<file path="src/rtl/plru_tree_array_pkg.sv">
// Shared tree pseudo-LRU helpers: sizing limits plus touch/victim functions
// sized by the largest supported associativity.
package plru_pkg;

    localparam int MAX_WAYS   = 32;
    localparam int MAX_TREE_W = MAX_WAYS - 1;
    localparam int MAX_WAY_W  = $clog2(MAX_WAYS);
    localparam int IDX_W      = $clog2(MAX_WAYS);

    function automatic int plru_tree_w(input int num_ways);
        return num_ways - 1;
    endfunction

    function automatic int plru_way_w(input int num_ways);
        return $clog2(num_ways);
    endfunction

    // Walk root-to-leaf along way's address bits, pointing each node away from it.
    function automatic logic [MAX_TREE_W-1:0] plru_touch(
        input logic [MAX_TREE_W-1:0] bits,
        input logic [MAX_WAY_W-1:0]  way,
        input int                    num_ways
    );
        logic [MAX_TREE_W-1:0] result;
        int   node;
        int   way_w;
        logic dir;
        result = bits;
        node   = 0;
        way_w  = plru_way_w(num_ways);
        for (int l = 0; l < MAX_WAY_W; l++) begin
            if (l < way_w) begin
                dir = ((int'(way) >> (way_w - 1 - l)) & 1) != 0;
                result[node[IDX_W-1:0]] = ~dir;
                node = 2 * node + 1 + int'(dir);
            end
        end
        return result;
    endfunction

    function automatic logic [MAX_WAY_W-1:0] plru_victim(
        input logic [MAX_TREE_W-1:0] bits,
        input logic [MAX_WAYS-1:0]   mask,
        input int                    num_ways
    );
        logic [MAX_WAY_W-1:0] result;
        logic found;
        int   node;
        int   way_w;
        result = '0;
        found  = 1'b0;
        way_w  = plru_way_w(num_ways);
        for (int w = 0; w < MAX_WAYS; w++) begin
            if (w < num_ways && !found && !mask[w[IDX_W-1:0]]) begin
                found  = 1'b1;
                result = MAX_WAY_W'(w);
            end
        end
        if (!found) begin
            node = 0;
            for (int l = 0; l < MAX_WAY_W; l++) begin
                if (l < way_w) node = 2 * node + 1 + int'(bits[node[IDX_W-1:0]]);
            end
            result = MAX_WAY_W'(node - (num_ways - 1));
        end
        return result;
    endfunction

endpackage

</file>
<file path="src/rtl/plru_tree_array_if.sv">
// Read (victim lookup) and update (touch) port bundle for the PLRU array.
interface plru_tree_array_if #(
    parameter int S_INDEX  = 4,
    parameter int NUM_WAYS = 4
);
    localparam int TREE_W = NUM_WAYS - 1;
    localparam int WAY_W  = $clog2(NUM_WAYS);

    logic                csb0;
    logic [S_INDEX-1:0]  addr0;
    logic [NUM_WAYS-1:0] valid_mask0;
    logic                csb1;
    logic [S_INDEX-1:0]  addr1;
    logic [WAY_W-1:0]    way1;
    logic [TREE_W-1:0]   dout0;
    logic [WAY_W-1:0]    plru_way;
    logic                rd_valid;

    modport master (
        output csb0, addr0, valid_mask0, csb1, addr1, way1,
        input  dout0, plru_way, rd_valid
    );

    modport slave (
        input  csb0, addr0, valid_mask0, csb1, addr1, way1,
        output dout0, plru_way, rd_valid
    );
endinterface

</file>
<file path="src/rtl/plru_tree_array_victim_sel.sv">
// Combinational victim picker: lowest invalid way, else follow the tree bits.
module plru_victim_sel
    import plru_pkg::*;
#(
    parameter  int NUM_WAYS = 4,
    localparam int TREE_W   = NUM_WAYS - 1,
    localparam int WAY_W    = $clog2(NUM_WAYS)
) (
    input  logic [TREE_W-1:0]   i_tree,
    input  logic [NUM_WAYS-1:0] i_mask,
    output logic [WAY_W-1:0]    o_way
);
    assign o_way = WAY_W'(plru_victim(MAX_TREE_W'(i_tree), MAX_WAYS'(i_mask), NUM_WAYS));
endmodule

</file>
<file path="src/rtl/plru_tree_array.sv">
// Per-set tree PLRU state in flops, with a registered victim-lookup port and
// an independent touch port; same-set touches forward into the lookup.
module plru_tree_array
    import plru_pkg::*;
#(
    parameter int S_INDEX  = 4,
    parameter int NUM_WAYS = 4
) (
    input logic              clk0,
    input logic              rst0_n,
    plru_tree_array_if.slave bus
);
    localparam int NUM_SETS = 2 ** S_INDEX;
    localparam int TREE_W   = plru_tree_w(NUM_WAYS);
    localparam int WAY_W    = plru_way_w(NUM_WAYS);

    if (NUM_WAYS < 2 || NUM_WAYS > MAX_WAYS || (NUM_WAYS & (NUM_WAYS - 1)) != 0) begin : g_bad_ways
        $error("plru_tree_array: NUM_WAYS must be a power of two in [2, %0d]", MAX_WAYS);
    end

    logic [TREE_W-1:0] r_tree [NUM_SETS];
    logic [TREE_W-1:0] r_dout;
    logic [WAY_W-1:0]  r_way;
    logic              r_rd_valid;

    logic [TREE_W-1:0] w_touched;
    logic [TREE_W-1:0] w_rd_bits;
    logic [WAY_W-1:0]  w_victim;

    // NOTE: every always_comb output gets a default first so no path can infer a latch.
    always_comb begin
        w_touched = TREE_W'(plru_touch(MAX_TREE_W'(r_tree[bus.addr1]), MAX_WAY_W'(bus.way1), NUM_WAYS));
        w_rd_bits = r_tree[bus.addr0];
        if (!bus.csb1 && bus.addr1 == bus.addr0) w_rd_bits = w_touched;
    end

    plru_victim_sel #(.NUM_WAYS(NUM_WAYS)) u_victim_sel (
        .i_tree (w_rd_bits),
        .i_mask (bus.valid_mask0),
        .o_way  (w_victim)
    );

    // NOTE: the state array is plain flops, so it is cleared by reset like any register;
    // a real SRAM could not be, and would need a sweep after reset instead.
    always_ff @(posedge clk0 or negedge rst0_n) begin
        if (!rst0_n) begin
            for (int s = 0; s < NUM_SETS; s++) r_tree[s] <= '0;
        end else if (!bus.csb1) begin
            // NOTE: non-blocking so every flop samples pre-edge values and the read path sees old state.
            r_tree[bus.addr1] <= w_touched;
        end
    end

    always_ff @(posedge clk0 or negedge rst0_n) begin
        if (!rst0_n) begin
            r_dout     <= '0;
            r_way      <= '0;
            r_rd_valid <= 1'b0;
        end else begin
            r_rd_valid <= !bus.csb0;
            if (!bus.csb0) begin
                r_dout <= w_rd_bits;
                r_way  <= w_victim;
            end
        end
    end

    assign bus.dout0    = r_dout;
    assign bus.plru_way = r_way;
    assign bus.rd_valid = r_rd_valid;
endmodule

</file>
<file path="src/flat_wrapper.sv">
// flat-port wrapper written by rule: the top's interface ports become plain ports
module plru_tree_array_flat import plru_pkg::*;
#(
    parameter int S_INDEX  = 4,
    parameter int NUM_WAYS = 4
)
  (clk0, rst0_n, bus_csb0, bus_addr0, bus_valid_mask0, bus_csb1, bus_addr1, bus_way1, bus_dout0, bus_plru_way, bus_rd_valid);
  plru_tree_array_if #(.S_INDEX(S_INDEX), .NUM_WAYS(NUM_WAYS)) bus_i ();
  input logic clk0;
  input logic rst0_n;
  input wire logic [$bits(bus_i.csb0)-1:0] bus_csb0;
  input wire logic [$bits(bus_i.addr0)-1:0] bus_addr0;
  input wire logic [$bits(bus_i.valid_mask0)-1:0] bus_valid_mask0;
  input wire logic [$bits(bus_i.csb1)-1:0] bus_csb1;
  input wire logic [$bits(bus_i.addr1)-1:0] bus_addr1;
  input wire logic [$bits(bus_i.way1)-1:0] bus_way1;
  output wire logic [$bits(bus_i.dout0)-1:0] bus_dout0;
  output wire logic [$bits(bus_i.plru_way)-1:0] bus_plru_way;
  output wire logic [$bits(bus_i.rd_valid)-1:0] bus_rd_valid;
  assign bus_i.csb0 = bus_csb0;
  assign bus_i.addr0 = bus_addr0;
  assign bus_i.valid_mask0 = bus_valid_mask0;
  assign bus_i.csb1 = bus_csb1;
  assign bus_i.addr1 = bus_addr1;
  assign bus_i.way1 = bus_way1;
  assign bus_dout0 = bus_i.dout0;
  assign bus_plru_way = bus_i.plru_way;
  assign bus_rd_valid = bus_i.rd_valid;
  plru_tree_array #(.S_INDEX(S_INDEX), .NUM_WAYS(NUM_WAYS)) u_core (.clk0(clk0), .rst0_n(rst0_n), .bus(bus_i));
endmodule
</file>
<file path="config.mk">
export PLATFORM = sky130hd
export DESIGN_NAME = plru_tree_array_flat
export DESIGN_NICKNAME = d
export VERILOG_FILES = /design/src/rtl/plru_tree_array_pkg.sv /design/src/rtl/plru_tree_array_if.sv /design/src/rtl/plru_tree_array_victim_sel.sv /design/src/rtl/plru_tree_array.sv /design/src/flat_wrapper.sv
export SDC_FILE = /design/constraint.sdc
export NUM_CORES = 1
export LEC_CHECK = 0
export CAP_MARGIN = 20
export CORE_MARGIN = 2
export CORE_UTILIZATION = 58
export CTS_CLUSTER_DIAMETER = 120
export DETAILED_ROUTE_END_ITERATION = 6
export HOLD_SLACK_MARGIN = 0.12
export PLACE_DENSITY = 0.91
export SLEW_MARGIN = 20
export SYNTH_ARGS = -nofsm -noshare
export SYNTH_HDL_FRONTEND = slang
export SYNTH_HIERARCHICAL = 1
export SYNTH_SLANG_ARGS = --single-unit
</file>
<file path="constraint.sdc">
create_clock -name clk0 -period 2.33 [get_ports clk0]
set_input_delay 0.466 -clock clk0 [delete_from_list [all_inputs] [get_ports clk0]]
set_output_delay 0.466 -clock clk0 [all_outputs]
set_load 0.005 [all_outputs]
</file>
==> summary.txt, run 1 <==
status = completed
Syn Area/Cell = 12.4 sq um
Post-synth EDFFs = 0
pwr dens = 755 nW/um^2
IO Port Bufs = 23
hold buffers post-CTS = 0
Layout Skew = 7.36 ps
GR Util met2 = 50.7%
Synthesized Nets = 255
VDD IR max = 0.000595 V
DP HPWL = 5.72 mm
routed vias = 2304
final hold vios = 0
Startpoint Class = input port
clock sinks = 54
worst setup path class = in2reg
Antenna Nets Post-Route = 0
WL/cell = 22.0 um
DRC errors left = 0
Die Ht = 75.1 um
number of global-route vias before repair = 2358
Die Area = 5640 sq um
clock root buffer = clkbuf_8
fraction of registers with async set/reset = 100%
number of distinct library cells after synthesis = 39
Pleak = 0.00165 uW
HP Class = in2async
TritonRoute pass-1 iters = 4
Die Width = 75.1 um
gr ovfl total = 0
row count = 25
Layout Area Growth over Synthesis = 25.3%
GRT Total Usage = 31.5%
yosys warns = 6
worst slew pin tran = 558 ps
core footprint = 4790 sq um
GP Congestion = 0.973
clock slew at reported path FFs = 100 ps
RSZ-0062 raised after global routing = false
final setup fails = 0
fmax = 0.434 GHz
Seq/Total Area, Yosys = 46.1%
WP data required = 2530 ps
final non-filler cell total = 364
DR iter-0 viols = 274
largest net degree at the start of global routing = 33
H-tree Lvls = 2
NumNets Final = 314
Detailed Route WL = 8.02 mm
R2R setup slack = 40 ps
M3 GR Usage = 5.76%
Pwr Total = 2780 uW
diode count = 0
commonest non-fill, non-tap cell in the layout = dfrtp_1
max_slew headroom = 62.8%
most frequent cells in the layout = 54 x dfrtp_1, 40 x nand2_1, 36 x buf_4, 24 x mux2_2
Via-to-Cell Ratio = 6.33
Worst-Skew Late Latency = 310 ps
met1 Track Usage GR = 42.8%
Initial Util = 61.3%
TritonCTS clock tree = done
# IOs = 24
Synth Cell Area = 2930 sq um
Critical Path Sink Type = register
clk buf depth = 2
crit path DAT = 2510 ps
CTS buffer count = 5
worst-path maximum fanout = 4
Placed Instances = 351
first-pass GRT wire length = 12.5 mm
layout cells sized above 1 = 36.4%
fin crit share = 99.0%
Synth Flop Type = dfrtp_1
MaxCap Viol Count = 0
antenna violations before repair = 0
Tmin final = 2310 ps
#FFs+latches synth = 54
Pins Over Slew Limit = 0
cells after synthesis = 237
gr busiest metal = met2
[what timing repair did]
item,4_1_cts,5_1_grt
pin swaps,2,3
endpoints found under the setup margin,24,2
cloned,1,1
buffers inserted,2,1
resized for setup,15,26
endpoints found under the hold margin,0,0
[flip-flops by register name, summed over array words and instances, names as in the netlist]
name                 cells
u_core/r_tree           48
u_core/bus.plru_way      2
u_core/bus.dout0         3
u_core/bus.rd_valid      1
[report_power, final]
part	switching, uW	leakage [uW]	total, uW	internal [uW]
Clock	314	0.0000585	636	322
Sequential	196	0.000684	1350	1160
Combinational	326	0.000910	788	461
[Yosys cell counts, drive strengths merged (2+ instances only)]
cell | instances | area share [%]
clkbuf | 7 | 0.90
nor2b | 4 | 0.85
nand3 | 4 | 0.68
buf | 6 | 1.7
nor2 | 5 | 0.72
nand2 | 40 | 5.1
mux2i | 8 | 2.9
inv | 5 | 0.64
mux2 | 32 | 12
mux4 | 19 | 16
dfrtp | 54 | 46
xnor2 | 3 | 0.90
nor3b | 3 | 0.77
nor3 | 2 | 0.34
o21ai | 25 | 4.3
nand2b | 2 | 0.43
and3b | 2 | 0.60
a21oi | 2 | 0.34
[cells by family (layout without fill, tap and decap cells)]
| group | after synthesis | after routing | synth area share (%) |
|---|---|---|---|
| muxes | 59 | 59 | 30.9 |
| AOI/OAI and AO/OA | 36 | 36 | 7.72 |
| xor gates and xnor gates | 4 | 4 | 1.19 |
| DFF | 54 | 54 | 46.1 |
| buffers and inverters | 18 | 78 | 3.20 |
| and+or+nand+nor | 66 | 66 | 11.0 |
[through the flow]
step,worst slack [ps],instance area (sq um),setup TNS [ps],hold slack [ps],util (%)
after floorplan,11.7,2940,0,170,-
after global placement,-697,3470,-13490,456,72.5
after detailed placement,-867,3470,-15110,468,72.5
after CTS,3.08,3640,0,134,76.1
after global routing,7.84,3680,0,160,76.8
final,24.2,3680,0,133,76.8
[worst paths after layout]
check	cells after the start	to	from
min	1	u_core/r_tree[47]	rst0_n
max in group asynchronous	2	u_core/r_tree[1]	rst0_n
min in group clk0	2	u_core/r_tree[12]	u_core/r_tree[12]
max reg2reg	7	u_core/bus.plru_way[0]	u_core/r_tree[5]
max	8	u_core/bus.plru_way[0]	bus_addr1[3]
min reg2reg	2	u_core/r_tree[12]	u_core/r_tree[12]
[worst max-delay path: stages]
cell and delay [ps]:
clkdlybuf4s15_1 260, mux2_1 360, a221oi_2 320, a32oi_2 170
mux2_2 320, mux2i_1 190, a311oi_2 140, mux2_2 290
[metal layers]
| metal | wire length (um) | up-vias |
|---|---|---|
| met3 | 747 | 24 |
| met2 | 4060 | 140 |
| met4 | 217 | 0 |
| met1 | 2990 | 1145 |
| met5 | 0 | - |
| li1 | - | 995 |
[layout make-up]
class / instances / area [sq um]
fillers: 292 / 1110
inverters: 5 / 18.8
multi-input cells: 165 / 1520
well taps: 67 / 83.8
repair buffers: 65 / 593
flip-flops and latches: 54 / 1350
clock inverters: 3 / 43.8
clock buffers: 5 / 68.8
No activity file was read; power rests on OpenSTA's default activity.
==> inputs of run 2 (changes only) <==
--- a/config.mk
+++ b/config.mk
@@ -10,8 +10,9 @@
 export CORE_UTILIZATION = 58
 export CTS_CLUSTER_DIAMETER = 120
 export DETAILED_ROUTE_END_ITERATION = 6
+export GPL_TIMING_DRIVEN = 0
 export HOLD_SLACK_MARGIN = 0.12
-export PLACE_DENSITY = 0.91
+export PLACE_DENSITY_LB_ADDON = 0.1
 export SLEW_MARGIN = 20
 export SYNTH_ARGS = -nofsm -noshare
 export SYNTH_HDL_FRONTEND = slang
==> run 2 against run 1 <==
  * Combinational power is 11% lower
  * Clock power is 9.6% lower
  * Critical path depth is 1 higher
  * Clock skew hardly changed
  * Utilization is 6.0 points lower
  * First-iteration DRC count is 37% lower
  * Worst setup slack better by 20 ps
  * Worst hold slack better by 48 ps
  * Wire length is 18% lower
==> summary.txt, run 2 (same netlist as run 1, synthesis figures left out) <==
GRT Total Usage = 26.5% (-5.0 points)
routed vias = 2055 (-11%)
Biggest register = u_core/r_tree
sw power = 752 uW (-10%)
combinational power share = 27.0% (-1.4 points)
final setup fails = 0 (unchanged)
Detailed Route WL = 6.61 mm (-18%)
most used cell, CP = mux4_2
CTS buffer count = 5 (unchanged)
HP Class = in2async
clock sinks = 54 (unchanged)
worst setup path class = in2reg
sw frac = 28.9% (-1.2 points)
Via-to-Cell Ratio = 6.13 (-3.1%)
slowest cell delay on critical path = 540 ps (+180 ps)
clk buf depth = 2 (unchanged)
crit path DAT = 2490 ps (-20 ps)
# IOs = 24 (unchanged)
Die Ht = 75.1 um (unchanged)
diode count = 0 (unchanged)
Worst path slowest cell = mux4_2
Worst-Skew Late Latency = 310 ps (about the same)
max_slew headroom = 55.8% (-7.0 points)
Pleak = 0.00148 uW (-11%)
NumNets Final = 285 (-9.2%)
pre-CTS setup slack = -796 ps (+71.1 ps)
Initial Util = 61.3% (unchanged)
Pwr Total = 2600 uW (-6.3%)
Layout Skew = 7.74 ps (+0.379 ps)
worst hold slack = 181 ps (+48.0 ps)
WP data required = 2530 ps (about the same)
commonest non-fill, non-tap cell in the layout = dfrtp_1
Die Area = 5640 sq um (unchanged)
GP Congestion = 0.909 (-6.6%)
MaxCap Viol Count = 0 (unchanged)
gr ovfl total = 0 (unchanged)
Critical R2R Launch = u_core/r_tree[30]
fin area = 3390 sq um (-7.9%)
layout cells sized above 1 = 26.5% (-9.9 points)
clock slew at reported path FFs = 100 ps (about the same)
DR iter-0 viols = 173 (-37%)
first-pass GRT wire length = 10.7 mm (-14%)
DP HPWL = 4.84 mm (-15%)
largest net degree at the start of global routing = 55 (+67%)
number of global-route vias before repair = 2018 (-14%)
most frequent cells in the layout = 54 x dfrtp_1, 40 x nand2_1, 23 x mux2_2
status = completed
fill count = 361 (+24%)
CP Cell Sequence = buf_4, buf_8, mux4_2, mux4_2, inv_2, mux2i_4, mux2i_1, a311oi_1, mux2_2
Layout Area Growth over Synthesis = 15.4%
worst-path maximum fanout = 5 (+1)
Startpoint Class = input port
WL/cell = 19.7 um (-10%)
Tmin final = 2290 ps (-19.6 ps)
Clk network pwr share = 22.1% (-0.8 points)
DRC errors left = 0 (unchanged)
area post-placement = 3200 sq um (-7.8%)
IO Port Bufs = 18 (-22%)
Die Width = 75.1 um (unchanged)
Register-to-Register Path Depth = 7 (unchanged)
Internal = 1850 uW (-4.8%)
clock root buffer = clkbuf_8
R2R setup slack = 70 ps (+30 ps)
VDD IR max = 0.000439 V (-26%)
max reg flops = 48 (unchanged)
hold buffers post-CTS = 0 (unchanged)
fmax = 0.437 GHz (+0.86%)
Pins Over Slew Limit = 0 (unchanged)
Crit Reg-Reg Endpoint = u_core/bus.plru_way[0]
RSZ-0062 raised after global routing = false
fin crit share = 98.1% (-0.84 points)
row count = 25 (unchanged)
TritonRoute pass-1 iters = 4 (unchanged)
Critical Path Sink Type = register
core footprint = 4790 sq um (unchanged)
TritonCTS clock tree = done
Antenna Nets Post-Route = 0 (unchanged)
worst slew pin tran = 663 ps (+105 ps)
antenna violations before repair = 0 (unchanged)
sequential share of power = 50.9% (+2.2 points)
H-tree Lvls = 2 (unchanged)
final setup margin = 43.9 ps (+19.6 ps)
final hold vios = 0 (unchanged)
pwr dens = 768 nW/um^2 (+1.7%)
==> run 2: cell count changes in the layout (fill, tap and decap cells not counted), moves of 2 or more <==
cell	change
buf_12	-2
dlymetal6s2s_1	-2
buf_6	-2
buf_4	-29
clkbuf_1	+5
clkbuf_8	+3
==> run 2: cell type report <==
type	instances	area (sq um)	share of cell area, %
multi-input cells	165	1500	44.4
flip-flops and latches	54	1350	39.9
repair buffers	23	231	6.83
clock buffers	7	96.3	2.84
plain buffers	13	92.6	2.73
well taps	67	83.8	2.48
inverters	5	18.8	0.554
clock inverters	1	8.76	0.259
==> run 2: repair_timing <==
item                                    in CTS  in global routing
endpoints found under the setup margin      13                  2
cloned                                       1                  0
pin swaps                                    3                  0
gates resized for setup                     16                  7
setup buffers                                3                  1
==> run 2: stage by stage <==
step | std cells | TNS (ps) | util [%]
3_3_place_gp | 322 | -53420 | 66.9
6_report | 335 | 0 | 70.8
4_1_cts | 334 | 0 | 70.5
5_1_grt | 335 | 0 | 70.8
2_1_floorplan | 237 | 0 | -
3_5_place_dp | 322 | -11090 | 66.8
==> run 2: critical path, delay by kind of cell <==
family / cells / cell delay, ps
compound gates: 1 / 120
mux: 5 / 1570
buf+inv: 3 / 320
==> run 2: worst max-delay path by stage <==
| stage | start | end | cells past startpoint |
|---|---|---|---|
| 2_1_floorplan | bus_addr0[0] | u_core/bus.plru_way[0] | 8 |
| 4_1_cts | bus_addr1[2] | u_core/bus.plru_way[0] | 10 |
| 3_5_place_dp | bus_addr0[0] | u_core/bus.plru_way[0] | 9 |
| 5_1_grt | bus_addr0[0] | u_core/bus.plru_way[0] | 9 |
| 6_report | bus_addr0[0] | u_core/bus.plru_way[0] | 9 |
| 3_3_place_gp | rst0_n | u_core/r_tree[21] | 1 |
==> run 2: routing by layer <==
metal | routed length, um | vias up | part of all wire [%] | global-route usage, %
met2 | 3180 | 78 | 48 | 41.8
met1 | 2860 | 1021 | 43 | 36.2
met4 | 158 | 0 | 2.4 | 9.52
met5 | 0 | - | 0 | 0
li1 | - | 937 | - | -
met3 | 411 | 19 | 6.2 | 6.02
==> run 2: power by group through the flow <==
stage	Sequential, uW	Combinational [uW]	Clock, uW
after floorplan	1270	489	0
final	1320	701	575
after global routing	1350	769	619
after global placement	1320	645	0
after detailed placement	1330	662	0
after CTS	1320	693	591
==> inputs of run 3 (changes only) <==
--- a/config.mk
+++ b/config.mk
@@ -5,8 +5,6 @@
 export SDC_FILE = /design/constraint.sdc
 export NUM_CORES = 1
 export LEC_CHECK = 0
-export CAP_MARGIN = 20
-export CORE_MARGIN = 2
 export CORE_UTILIZATION = 58
 export CTS_CLUSTER_DIAMETER = 120
 export DETAILED_ROUTE_END_ITERATION = 6
==> run 3 against run 2 <==
  * Register-to-register slack about the same
  * Non-clock buffer count increased by 1
  * Final cell count unchanged
  * Sequential share of layout area decreased by 0.15 points
  * Count of clock-buffer cells in the layout decreased by 1
  * Worst setup slack improved by 18 ps
  * Critical path type unchanged
  * Fmax increased by 0.81%
  * Via count decreased by 0.83%
  * Highest routed layer unchanged
  * Wire length decreased by 2.2%
  * First-iteration DRC count decreased by 6.9%
  * Final area increased by 0.37%
  * Global-route usage increased by 1.3 points
==> summary.txt, run 3 (same netlist as run 1, synthesis figures left out) <==
crit path DAT = 2460 ps (-30 ps)
Startpoint Class = input port
HP Class = in2async
core footprint = 4790 sq um (unchanged)
CTS buffer count = 5 (unchanged)
fmax = 0.441 GHz (+0.81%)
DRC errors left = 0 (unchanged)
largest net degree at the start of global routing = 55 (unchanged)
total negative slack = 0 ps (unchanged)
MaxCap Viol Count = 0 (unchanged)
commonest non-fill, non-tap cell in the layout = dfrtp_1
Biggest register = u_core/r_tree
fill count = 364 (+0.83%)
Die Ht = 73.1 um (-2.7%)
CP endpoint = u_core/bus.plru_way[0]
status = completed
final setup fails = 0 (unchanged)
worst setup path class = in2reg
row count = 25 (unchanged)
Layout Area Growth over Synthesis = 15.9%
diode count = 0 (unchanged)
Pwr Total = 2650 uW (+1.9%)
area of the multi-input gates = 1500 sq um (-0.42%)
Antenna Nets Post-Route = 0 (unchanged)
Critical Path Sink Type = register
VDD IR max = 0.000464 V (+5.7%)
gr ovfl total = 0 (unchanged)
Tmin final = 2270 ps (-18.5 ps)
# IOs = 24 (unchanged)
most frequent cells in the layout = 54 x dfrtp_1, 40 x nand2_1, 23 x mux2_2
DP HPWL = 4.74 mm (-2.1%)
fin crit share = 97.3% (-0.79 points)
Worst-Skew Late Latency = 300 ps (about the same)
clk buf depth = 2 (unchanged)
Critical R2R Launch = u_core/r_tree[30]
max_slew headroom = 55.6% (-0.19 points)
number of global-route vias before repair = 2037 (+0.94%)
IO Port Bufs = 18 (unchanged)
WL/cell = 19.3 um (-2.2%)
Register-to-Register Path Depth = 7 (unchanged)
first-pass GRT wire length = 10.8 mm (+0.39%)
hold buffers post-CTS = 0 (unchanged)
NumNets Final = 286 (+0.35%)
TritonRoute pass-1 iters = 4 (unchanged)
H-tree Lvls = 2 (unchanged)
TritonCTS clock tree = done
WP data required = 2520 ps (about the same)
Die Area = 5350 sq um (-5.3%)
worst slew pin tran = 666 ps (+2.86 ps)
Via-to-Cell Ratio = 6.08 (-0.83%)
clock root buffer = clkbuf_8
final non-filler cell total = 335 (unchanged)
max reg flops = 48 (unchanged)
Pleak = 0.00148 uW (+0.39%)
R2R setup slack = 70 ps (about the same)
Placed Instances = 322 (unchanged)
Crit Reg-Reg Endpoint = u_core/bus.plru_way[0]
clock sinks = 54 (unchanged)
Layout Skew = 4.44 ps (-3.30 ps)
crit path launch = bus_addr0[0]
pwr dens = 779 nW/um^2 (+1.5%)
routed vias = 2038 (-0.83%)
layout cells sized above 1 = 25.7% (-0.75 points)
GRT Total Usage = 27.7% (+1.3 points)
Detailed Route WL = 6.46 mm (-2.2%)
DR iter-0 viols = 161 (-6.9%)
Die Width = 73.1 um (-2.7%)
RSZ-0062 raised after global routing = false
clock slew at reported path FFs = 90 ps (about the same)
worst-path maximum fanout = 5 (unchanged)
register area = 1350 sq um (unchanged)
antenna violations before repair = 0 (unchanged)
Pins Over Slew Limit = 0 (unchanged)
GP Congestion = 0.849 (-6.6%)
Initial Util = 61.3% (unchanged)
final hold vios = 0 (unchanged)
-- run 3: repair_timing --
item | CTS | global route
pin swaps | 2 | 1
resized for setup | 16 | 6
endpoints found under the setup margin | 20 | 1
buffers inserted | 3 | 2
cloned | 1 | 0
-- run 3: stage by stage --
stage                     util (%)  hold slack (ps)  setup slack (ps)  area (sq um)
after global placement        66.9              460              -795          3200
final                         71.0              183              62.3          3400
after global routing          71.0              242              12.3          3400
after CTS                     70.6              215              21.1          3380
after floorplan                  -              170              11.7          2940
after detailed placement      66.8              467              -782          3200
-- run 3: critical path, stage by stage --
cell      delay [ps]
buf_4            110
buf_8            130
mux4_2           520
mux4_2           480
inv_1            110
mux2i_4           90
mux2i_1          190
a311oi_1         110
mux2_2           260
-- run 3: how the worst min path moves through the flow --
stage | startpoint | end
finish | rst0_n | u_core/r_tree[35]
global route | rst0_n | u_core/r_tree[33]
CTS | rst0_n | u_core/r_tree[32]
detailed placement | u_core/r_tree[39] | u_core/r_tree[39]
global placement | u_core/r_tree[39] | u_core/r_tree[39]
floorplan | rst0_n | u_core/bus.dout0[0]
-- run 3: power by group --
| part | internal [uW] | leakage [uW] | total (uW) | switching (uW) |
|---|---|---|---|---|
| sequential | 1160 | 0.000684 | 1320 | 167 |
| combinational | 419 | 0.000741 | 699 | 279 |
| clock | 344 | 0.0000573 | 627 | 283 |
| total | 1920 | 0.00148 | 2650 | 729 |
-- run 3: layout make-up --
| type | instances | area share, % |
|---|---|---|
| multi-input combinational | 165 | 44.1 |
| sequential | 54 | 39.7 |
| timing repair buffer | 24 | 7.03 |
| buffer | 13 | 2.83 |
| tap | 67 | 2.47 |
| clock buffer | 6 | 2.43 |
| clock inverter | 1 | 0.883 |
| inverter | 5 | 0.552 |
-- run 3: per-layer routing --
layer | track usage (%) | part of all wire (%)
met3 | 5.25 | 5.8
met2 | 45.5 | 49
met5 | 0 | 0
met4 | 7.63 | 2.1
met1 | 38.0 | 43
